### src/rtl/game_ctrl_pkg.sv
// Shared match encodings for game_ctrl and the display path: states, winner codes, default target score.
// Pure declarations, no logic.
package game_ctrl_pkg;

  localparam int TMR_W = 26;

  typedef enum logic [2:0] {
    ST_IDLE  = 3'd0,
    ST_SERVE = 3'd1,
    ST_PLAY  = 3'd2,
    ST_POINT = 3'd3,
    ST_OVER  = 3'd4
  } gc_state_e;

  localparam logic [3:0] WIN_SCORE_DEF = 4'd7;
  localparam logic [3:0] SCORE_MAX     = 4'hF;

  localparam logic [1:0] WIN_NONE  = 2'b00;
  localparam logic [1:0] WIN_LEFT  = 2'b01;
  localparam logic [1:0] WIN_RIGHT = 2'b10;

  function automatic logic [3:0] sat_inc4(input logic [3:0] v);
    return (v == SCORE_MAX) ? v : v + 4'd1;
  endfunction

endpackage

### src/rtl/game_ctrl_gc_timer.sv
// gc_timer: 26-bit down-counter; done pulses in the load_val-th cycle after load.
// No backpressure; a new load restarts the count.
module gc_timer
  import game_ctrl_pkg::*;
(
  input  logic             clk,
  input  logic             rst_n,
  input  logic             load,
  input  logic [TMR_W-1:0] load_val,
  output logic             done
);

  logic [TMR_W-1:0] cnt_q, cnt_d;

  always_comb begin
    cnt_d = cnt_q;
    if (load) begin
      cnt_d = load_val;
    end else if (cnt_q != '0) begin
      cnt_d = cnt_q - 1'b1;
    end
  end

  always_ff @(posedge clk or negedge rst_n) begin
    if (!rst_n) begin
      cnt_q <= '0;
    end else begin
      cnt_q <= cnt_d;
    end
  end

  // Count parks at zero, so this fires exactly once per load.
  assign done = (cnt_q == TMR_W'(1));

endmodule

### src/rtl/game_ctrl.sv
// game_ctrl: pong match sequencer (IDLE/SERVE/PLAY/POINT/OVER); outputs registered, s is combinational.
// No backpressure; pulses outside their state are dropped. GAME_SPEEDUP_EN adds the rally speed-up flag.
module game_ctrl
  import game_ctrl_pkg::*;
#(
  parameter int unsigned SERVE_CYC = 25_000_000,
  parameter int unsigned POINT_CYC = 50_000_000,
  parameter logic [3:0]  WIN_SCORE = WIN_SCORE_DEF,
  parameter logic [7:0]  RALLY_TH  = 8'd6
) (
  input  logic       vga_clk,
  input  logic       sys_rst_n,
  input  logic       start,
  input  logic       speed_sw,
  input  logic       hit,
  input  logic       miss_l,
  input  logic       miss_r,
  output logic       guiwei,
  output logic       s,
  output logic       ball_en,
  output logic       serve_dir,
  output logic [3:0] score_l,
  output logic [3:0] score_r,
  output logic [1:0] winner,
  output logic [2:0] state
);

  localparam logic [TMR_W-1:0] SERVE_LD = TMR_W'(SERVE_CYC);
  localparam logic [TMR_W-1:0] POINT_LD = TMR_W'(POINT_CYC);

  gc_state_e        state_q, state_d;
  logic             guiwei_q, guiwei_d;
  logic             ball_en_q, ball_en_d;
  logic             serve_dir_q, serve_dir_d;
  logic [3:0]       score_l_q, score_l_d;
  logic [3:0]       score_r_q, score_r_d;
  logic [1:0]       winner_q, winner_d;
  logic             tmr_load, tmr_done;
  logic [TMR_W-1:0] tmr_val;

  gc_timer u_timer (
    .clk      (vga_clk),
    .rst_n    (sys_rst_n),
    .load     (tmr_load),
    .load_val (tmr_val),
    .done     (tmr_done)
  );

  always_comb begin
    state_d     = state_q;
    serve_dir_d = serve_dir_q;
    score_l_d   = score_l_q;
    score_r_d   = score_r_q;
    winner_d    = winner_q;
    case (state_q)
      ST_IDLE, ST_OVER: begin
        if (start) begin
          score_l_d   = 4'd0;
          score_r_d   = 4'd0;
          winner_d    = WIN_NONE;
          serve_dir_d = 1'b1;
          state_d     = ST_SERVE;
        end
      end
      ST_SERVE: if (tmr_done) state_d = ST_PLAY;
      ST_PLAY: begin
        // A double miss is a dead ball: freeze without awarding anyone.
        if (miss_l || miss_r) begin
          state_d = ST_POINT;
          if (miss_l && !miss_r) begin
            score_r_d   = sat_inc4(score_r_q);
            serve_dir_d = 1'b0;
          end else if (miss_r && !miss_l) begin
            score_l_d   = sat_inc4(score_l_q);
            serve_dir_d = 1'b1;
          end
        end
      end
      ST_POINT: begin
        if (tmr_done) begin
          if (score_l_q == WIN_SCORE) begin
            state_d  = ST_OVER;
            winner_d = WIN_LEFT;
          end else if (score_r_q == WIN_SCORE) begin
            state_d  = ST_OVER;
            winner_d = WIN_RIGHT;
          end else begin
            state_d = ST_SERVE;
          end
        end
      end
      default: state_d = ST_IDLE;
    endcase

    tmr_load  = (state_d != state_q) && ((state_d == ST_SERVE) || (state_d == ST_POINT));
    tmr_val   = (state_d == ST_POINT) ? POINT_LD : SERVE_LD;
    guiwei_d  = (state_d == ST_SERVE) && (state_q != ST_SERVE);
    ball_en_d = (state_d == ST_PLAY);
  end

  always_ff @(posedge vga_clk or negedge sys_rst_n) begin
    if (!sys_rst_n) begin
      state_q     <= ST_IDLE;
      guiwei_q    <= 1'b0;
      ball_en_q   <= 1'b0;
      serve_dir_q <= 1'b1;
      score_l_q   <= 4'd0;
      score_r_q   <= 4'd0;
      winner_q    <= WIN_NONE;
    end else begin
      state_q     <= state_d;
      guiwei_q    <= guiwei_d;
      ball_en_q   <= ball_en_d;
      serve_dir_q <= serve_dir_d;
      score_l_q   <= score_l_d;
      score_r_q   <= score_r_d;
      winner_q    <= winner_d;
    end
  end

`ifdef GAME_SPEEDUP_EN
  logic [7:0] rally_cnt_q, rally_cnt_d;
  logic       rally_flag_q, rally_flag_d;

  always_comb begin
    rally_cnt_d  = rally_cnt_q;
    rally_flag_d = rally_flag_q;
    if ((state_q == ST_PLAY) && hit && (rally_cnt_q != 8'hFF)) begin
      rally_cnt_d = rally_cnt_q + 8'd1;
    end
    if ((state_q == ST_PLAY) && (rally_cnt_d >= RALLY_TH)) begin
      rally_flag_d = 1'b1;
    end
    if (guiwei_d) begin
      rally_cnt_d  = 8'd0;
      rally_flag_d = 1'b0;
    end
  end

  always_ff @(posedge vga_clk or negedge sys_rst_n) begin
    if (!sys_rst_n) begin
      rally_cnt_q  <= 8'd0;
      rally_flag_q <= 1'b0;
    end else begin
      rally_cnt_q  <= rally_cnt_d;
      rally_flag_q <= rally_flag_d;
    end
  end

  assign s = speed_sw | rally_flag_q;
`else
  logic unused_rally;
  assign unused_rally = ^{hit, RALLY_TH};
  assign s = speed_sw;
`endif

  assign guiwei    = guiwei_q;
  assign ball_en   = ball_en_q;
  assign serve_dir = serve_dir_q;
  assign score_l   = score_l_q;
  assign score_r   = score_r_q;
  assign winner    = winner_q;
  assign state     = state_q;

endmodule

### config.mk
export PLATFORM = sky130hd
export DESIGN_NAME = game_ctrl
export DESIGN_NICKNAME = d
export VERILOG_FILES = /design/src/rtl/game_ctrl_pkg.sv /design/src/rtl/game_ctrl_gc_timer.sv /design/src/rtl/game_ctrl.sv
export SDC_FILE = /design/constraint.sdc
export NUM_CORES = 1
export LEC_CHECK = 0
export CAP_MARGIN = 20
export CELL_PAD_IN_SITES_DETAIL_PLACEMENT = 0
export CELL_PAD_IN_SITES_GLOBAL_PLACEMENT = 1
export CORE_UTILIZATION = 46
export CTS_BUF_LIST = sky130_fd_sc_hd__clkbuf_4
export CTS_CLUSTER_SIZE = 24
export DETAILED_ROUTE_END_ITERATION = 8
export HOLD_SLACK_MARGIN = 0.03
export PLACE_DENSITY_LB_ADDON = 0.1
export SLEW_MARGIN = 20
export SYNTH_ARGS = -nofsm -noshare
export SYNTH_HDL_FRONTEND = slang
export SYNTH_SLANG_ARGS = --single-unit
### constraint.sdc
create_clock -name vga_clk -period 2.9 [get_ports vga_clk]
set_input_delay 0.58 -clock vga_clk [delete_from_list [all_inputs] [get_ports vga_clk]]
set_output_delay 0.58 -clock vga_clk [all_outputs]
set_load 0.01 [all_outputs]
# Word level (Yosys, flattened, before mapping)
# Index checks and enable logic that the tools add are counted.
# totals
out_inout_bits	17
ff_bits	42
input_bits	7
wordCells	83
# classes
n_addsub	3
n_mux	30
eq_ne	24
n_reduce_logical	18
# ops
op	n
$mux 26	3
$mux 4	8
$eq 26x1->1 const B	1
$reduce_bool 26->1	1
$sub 26x1->26 const B	1
$mux 3	6
$ne 2x2->1 const B	8
$pmux 4 s2	2
$eq 3x2->1 const B	4
$pmux 3 s4	1
$add 4x1->4 const B	2
$eq 4x3->1 const B	2
$eq 4x4->1 const B	2
$mux 2	4
$reduce_and 4->1	2
$eq 3x1->1 const B	2
$ne 3x3->1 const B	2
$reduce_and 6->1	1
$reduce_bool 2->1	3
$reduce_and 5->1	1
$logic_and 1x1->1	4
$mux 1	4
$pmux 2 s2	1
$eq 3x3->1 const B	1
other kinds (7)	9

# Depth between registers and ports, before layout
# logic_depth
word_depth	9
ltp_mapped	10
mapped_depth_nobuf	7

# By module
# Synthesis repeated with hierarchy kept, for this count alone.
# unflattened
cells_unflattened	270
hier_area_um2	2636.3
# modules_own_cells
mod	cells_per_inst	area_per_inst_um2	seq_area_each_um2	n_inst
gc_timer	164	1580.3	650.6	1
game_ctrl	106	1056.0	401.6	1

# Worst setup path after synthesis
# Ideal clock, no wire load.
# synth_path
path_type	register to register
from	register u_timer.cnt_q[0]
to	register u_timer.cnt_q[24]
setup_ns	0.135
setup_slack_ns	0.708
path_buffers	0
arrival_time_ns	2.057
synth_period_minus_slack_ns	2.192
t_required_ns	2.765
stages_incl_launch_ff	8
path_cell_list	dfrtp_1 inv_1 ha_1 or4b_4 or4_4 a211oi_2 xnor2_1 o21ai_2
# synth_between
elab_chain_len	7
elab_cells_between_ends	15
cone_classes	1 x add/sub; 4 x eq/ne; 6 x mux; 4 x reduce/logical
# synth_rtl
item	line_no	source
start, declared	game_ctrl_gc_timer.sv:13	logic [TMR_W-1:0] cnt_q, cnt_d;
start signal, assigned	game_ctrl_gc_timer.sv:28	cnt_q <= cnt_d;
$eq 26x1->1	game_ctrl_gc_timer.sv:33	assign done = (cnt_q == TMR_W'(1));
$mux 3, on equally long branches	game_ctrl.sv:80, game_ctrl.sv:65	
$pmux 3 s4	game_ctrl.sv:55	case (state_q)
$eq 3x1->1 / $eq 3x2->1 (equally long branches)	game_ctrl.sv:95, game_ctrl.sv:96	
$logic_or 1x1->1	game_ctrl.sv:95	tmr_load = (state_d != state_q) && ((state_d == ST_SERVE) || (state_d == ST_POINT));
$logic_and 1x1->1	game_ctrl.sv:95	
$mux 26 / $reduce_bool 2->1 (equally long branches)	n/a	
# Several ways; a longest one is shown, not always the timed one. The select of a mux whose other input is x is not followed.
# A chain may end at the register's enable or synchronous reset.

# Worst setup path after layout
# layout_path
from	register u_timer.cnt_q[19]
to	register u_timer.cnt_q[11]
# The elaborated chain is that of the path after synthesis.

==> reports/results.txt <==
Status -> completed
DRT antenna net count -> 0
Number of diodes -> 0
Worst slack, placed -> 0.277 ns
Cell-internal power -> 1.04 mW
Ports -> 24
Total core area -> 5140 sq um
Count of final setup violators -> 0
RSZ-0062 raised after global routing -> false
Required time of the critical path -> 3.18 ns
Relative slew margins -> 0.512
Maxcap violations -> 0
Routability Congestion -> 0.786
FP Rows -> 26
Leakage power -> 1.08 nW
Primary FF master, synth -> dfrtp_1
Worst-Skew Late Latency -> 0.36 ns
Layout cells sized above 1 -> 0.128
Tmin final -> 2.40 ns
Avg Cell Area, Syn -> 9.52 sq um
Setup crit end kind -> flip-flop
Initial antenna violation count -> 0
Share of the synthesized area in the top cell type -> 0.415
Asr flop ratio synth -> 1.00
Starting density of the core -> 0.481
Worst Reg-to-Reg Cells -> 5
Fmax -> 416 MHz
Most frequent cells after synthesis -> dfrtp_1 (41), nor2_1 (22), nand2_1 (18)
Total CTS buffers -> 5
Count leader, synth -> dfrtp_1
Synthesized flop and latch total -> 42
Clock power frac -> 0.253
Slew Viols, Final -> 0
Dominant cell type by area after synthesis -> dfrtp_1
Resized Gates After CTS -> 0
Hold crit path type -> input pin to asynchronous set/reset pin
Worst Path Arrival -> 2.68 ns
R2R setup slack -> 0.50 ns
Area growth syn-to-layout -> 17.0%
Initial DRC count -> 105
Worst-Margin Slew -> 0.732 ns
First-pass GRT wire length -> 9.09 mm
Utilization after layout -> 0.563
Crit share post-route -> 0.828
Clock root buffer -> clkbuf_4
Pin count of the biggest net entering global routing -> 43
Net Switching -> 514 uW
CP Class -> flip-flop to flip-flop
Logic pwr share -> 0.218
Total grt overflow -> 0
Hold buffer count at cts -> 0
Netlist cell types -> 57
Total track usage -> 0.218
Startpoint type of the worst setup path -> flip-flop
Avg WL per Cell -> 15.2 um
Nets -> 303
DRT Pass-1 Iters -> 4
Vias per cell -> 5.60
Switching fraction of total power -> 0.331
Maximum VDD drop -> 373 uV
Setup TNS -> 0 ns
Vias after detailed routing -> 2012
Worst setup startpoint -> u_timer.cnt_q[19]
Die Area -> 5680 sq um
H-tree depth -> 2
Pwr Density -> 536 nW/um^2
Reg-to-reg endpoint -> u_timer.cnt_q[11]
Final wirelength -> 5.45 mm
Syn nets -> 275
Worst-path clk slew -> 0.13 ns
Largest fanout on the critical path -> 10
Die Height -> 75.4 um
Syn Inst Count -> 260
# DRC -> 0
Vias in the first global route -> 1831
Sequential area share after synthesis -> 0.425
Yosys warns -> 0
PortBufs -> 20
CTS tree -> done
Postcts setup bufs -> 0
Hold Violations, Final -> 0
EDFF count, synth -> 0
Most area-consuming cells after synthesis -> dfrtp_1 (41%), xor2_1 (4.2%), ha_1 (4.0%)
Final Skew -> 0.0137 ns
Setup ws final -> 0.498 ns
Clock buffer depth -> 2
Critical path endpoint -> u_timer.cnt_q[11]
Reg-to-reg startpoint -> u_timer.cnt_q[19]
Clk sinks -> 42
Die X -> 75.4 um
DP Wirelength -> 3.84 mm
Share of total power in sequential cells -> 0.528
Synthesized area -> 2470 sq um
==> cells by family (layout without fill, tap and decap cells) <==
family,Yosys count,after routing,share of synthesized area
xor+xnor,21,21,0.0743
flops,42,42,0.425
fa+ha+maj,8,8,0.0404
buf+inv,19,48,0.0334
mux,3,3,0.0126
compound gates,52,52,0.144
simple gates,115,115,0.270
==> metrics by stage <==
| step | power [mW] | std cells | hold WS [ns] | area, sq um |
|---|---|---|---|---|
| 4_1_cts | 1.57 | 358 | 0.374 | 2880 |
| 2_1_floorplan | 1.06 | 260 | 0.284 | 2470 |
| 6_report | 1.55 | 359 | 0.117 | 2900 |
| 5_1_grt | 1.66 | 359 | 0.128 | 2900 |
| 3_5_place_dp | 1.17 | 350 | 0.493 | 2790 |
| 3_3_place_gp | 1.16 | 350 | 0.496 | 2790 |
==> critical path, cell delays in order (launching register included) <==
cell and delay (ns):
dfrtp_1 0.43, nor4_2 0.50, nand3_1 0.42, nor4_1 0.49
a21oi_1 0.32, o31ai_1 0.15
==> power groups by stage <==
stage               logic [mW]  registers [mW]  clock network, mW
floorplan                0.260           0.801                  0
detailed placement       0.337           0.829                  0
CTS                      0.339           0.818              0.411
global placement         0.333           0.829                  0
global route             0.394           0.839              0.430
finish                   0.339           0.820              0.394
==> cells in the final DEF (no fill, tap or decap), drive strengths merged, types with 2 or more instances in the layout <==
cell type / Yosys / final
dfrtp: 41 / 41
nor2: 23 / 23
clkdlybuf4s50: 0 / 19
nand2: 19 / 19
nand3: 15 / 15
o21ai: 13 / 13
xor2: 12 / 12
nor3: 11 / 11
buf: 5 / 11
inv: 10 / 10
a21oi: 9 / 9
xnor2: 9 / 9
ha: 8 / 8
nor4: 7 / 7
or4: 7 / 7
o31ai: 6 / 6
clkbuf: 4 / 6
nand2b: 5 / 5
o32ai: 5 / 5
and3: 4 / 4
nand4: 4 / 4
o211ai: 4 / 4
nand3b: 3 / 3
nor2b: 3 / 3
or3: 3 / 3
nor3b: 3 / 3
a211oi: 3 / 3
o21a: 2 / 2
a21o: 2 / 2
mux2i: 2 / 2
or2: 2 / 2
==> sequential cells by signal (all words and copies together), names as in the netlist <==
signal         count
winner             2
ball_en            1
score_l            4
state              3
score_r            4
guiwei             1
u_timer.cnt_q     26
serve_dir          1
==> worst min-delay path by stage <==
stage                        end  slack, ns  startpoint
2_1_floorplan            ball_en       0.28   sys_rst_n
4_1_cts        u_timer.cnt_q[21]       0.37   sys_rst_n
6_report       u_timer.cnt_q[20]       0.12   sys_rst_n
3_5_place_dp           serve_dir       0.49   serve_dir
5_1_grt        u_timer.cnt_q[20]       0.13   sys_rst_n
3_3_place_gp           serve_dir       0.50   serve_dir
==> final cells by class <==
type | count | area [sq um]
clock inverters | 2 | 37.5
clock buffers | 6 | 45.0
fillers | 505 | 2240
flip-flops and latches | 42 | 1050
inverters | 10 | 37.5
multi-input cells | 199 | 1340
repair buffers | 30 | 295
well taps | 70 | 87.6
==> routing by layer <==
metal	track usage	vias up	routed length (um)
met5	0	-	0
met4	0.0617	0	89
met3	0.0410	8	227
met2	0.304	38	2310
met1	0.341	959	2830
li1	-	1007	-
Note: power is estimated with default switching activity, not from simulation.
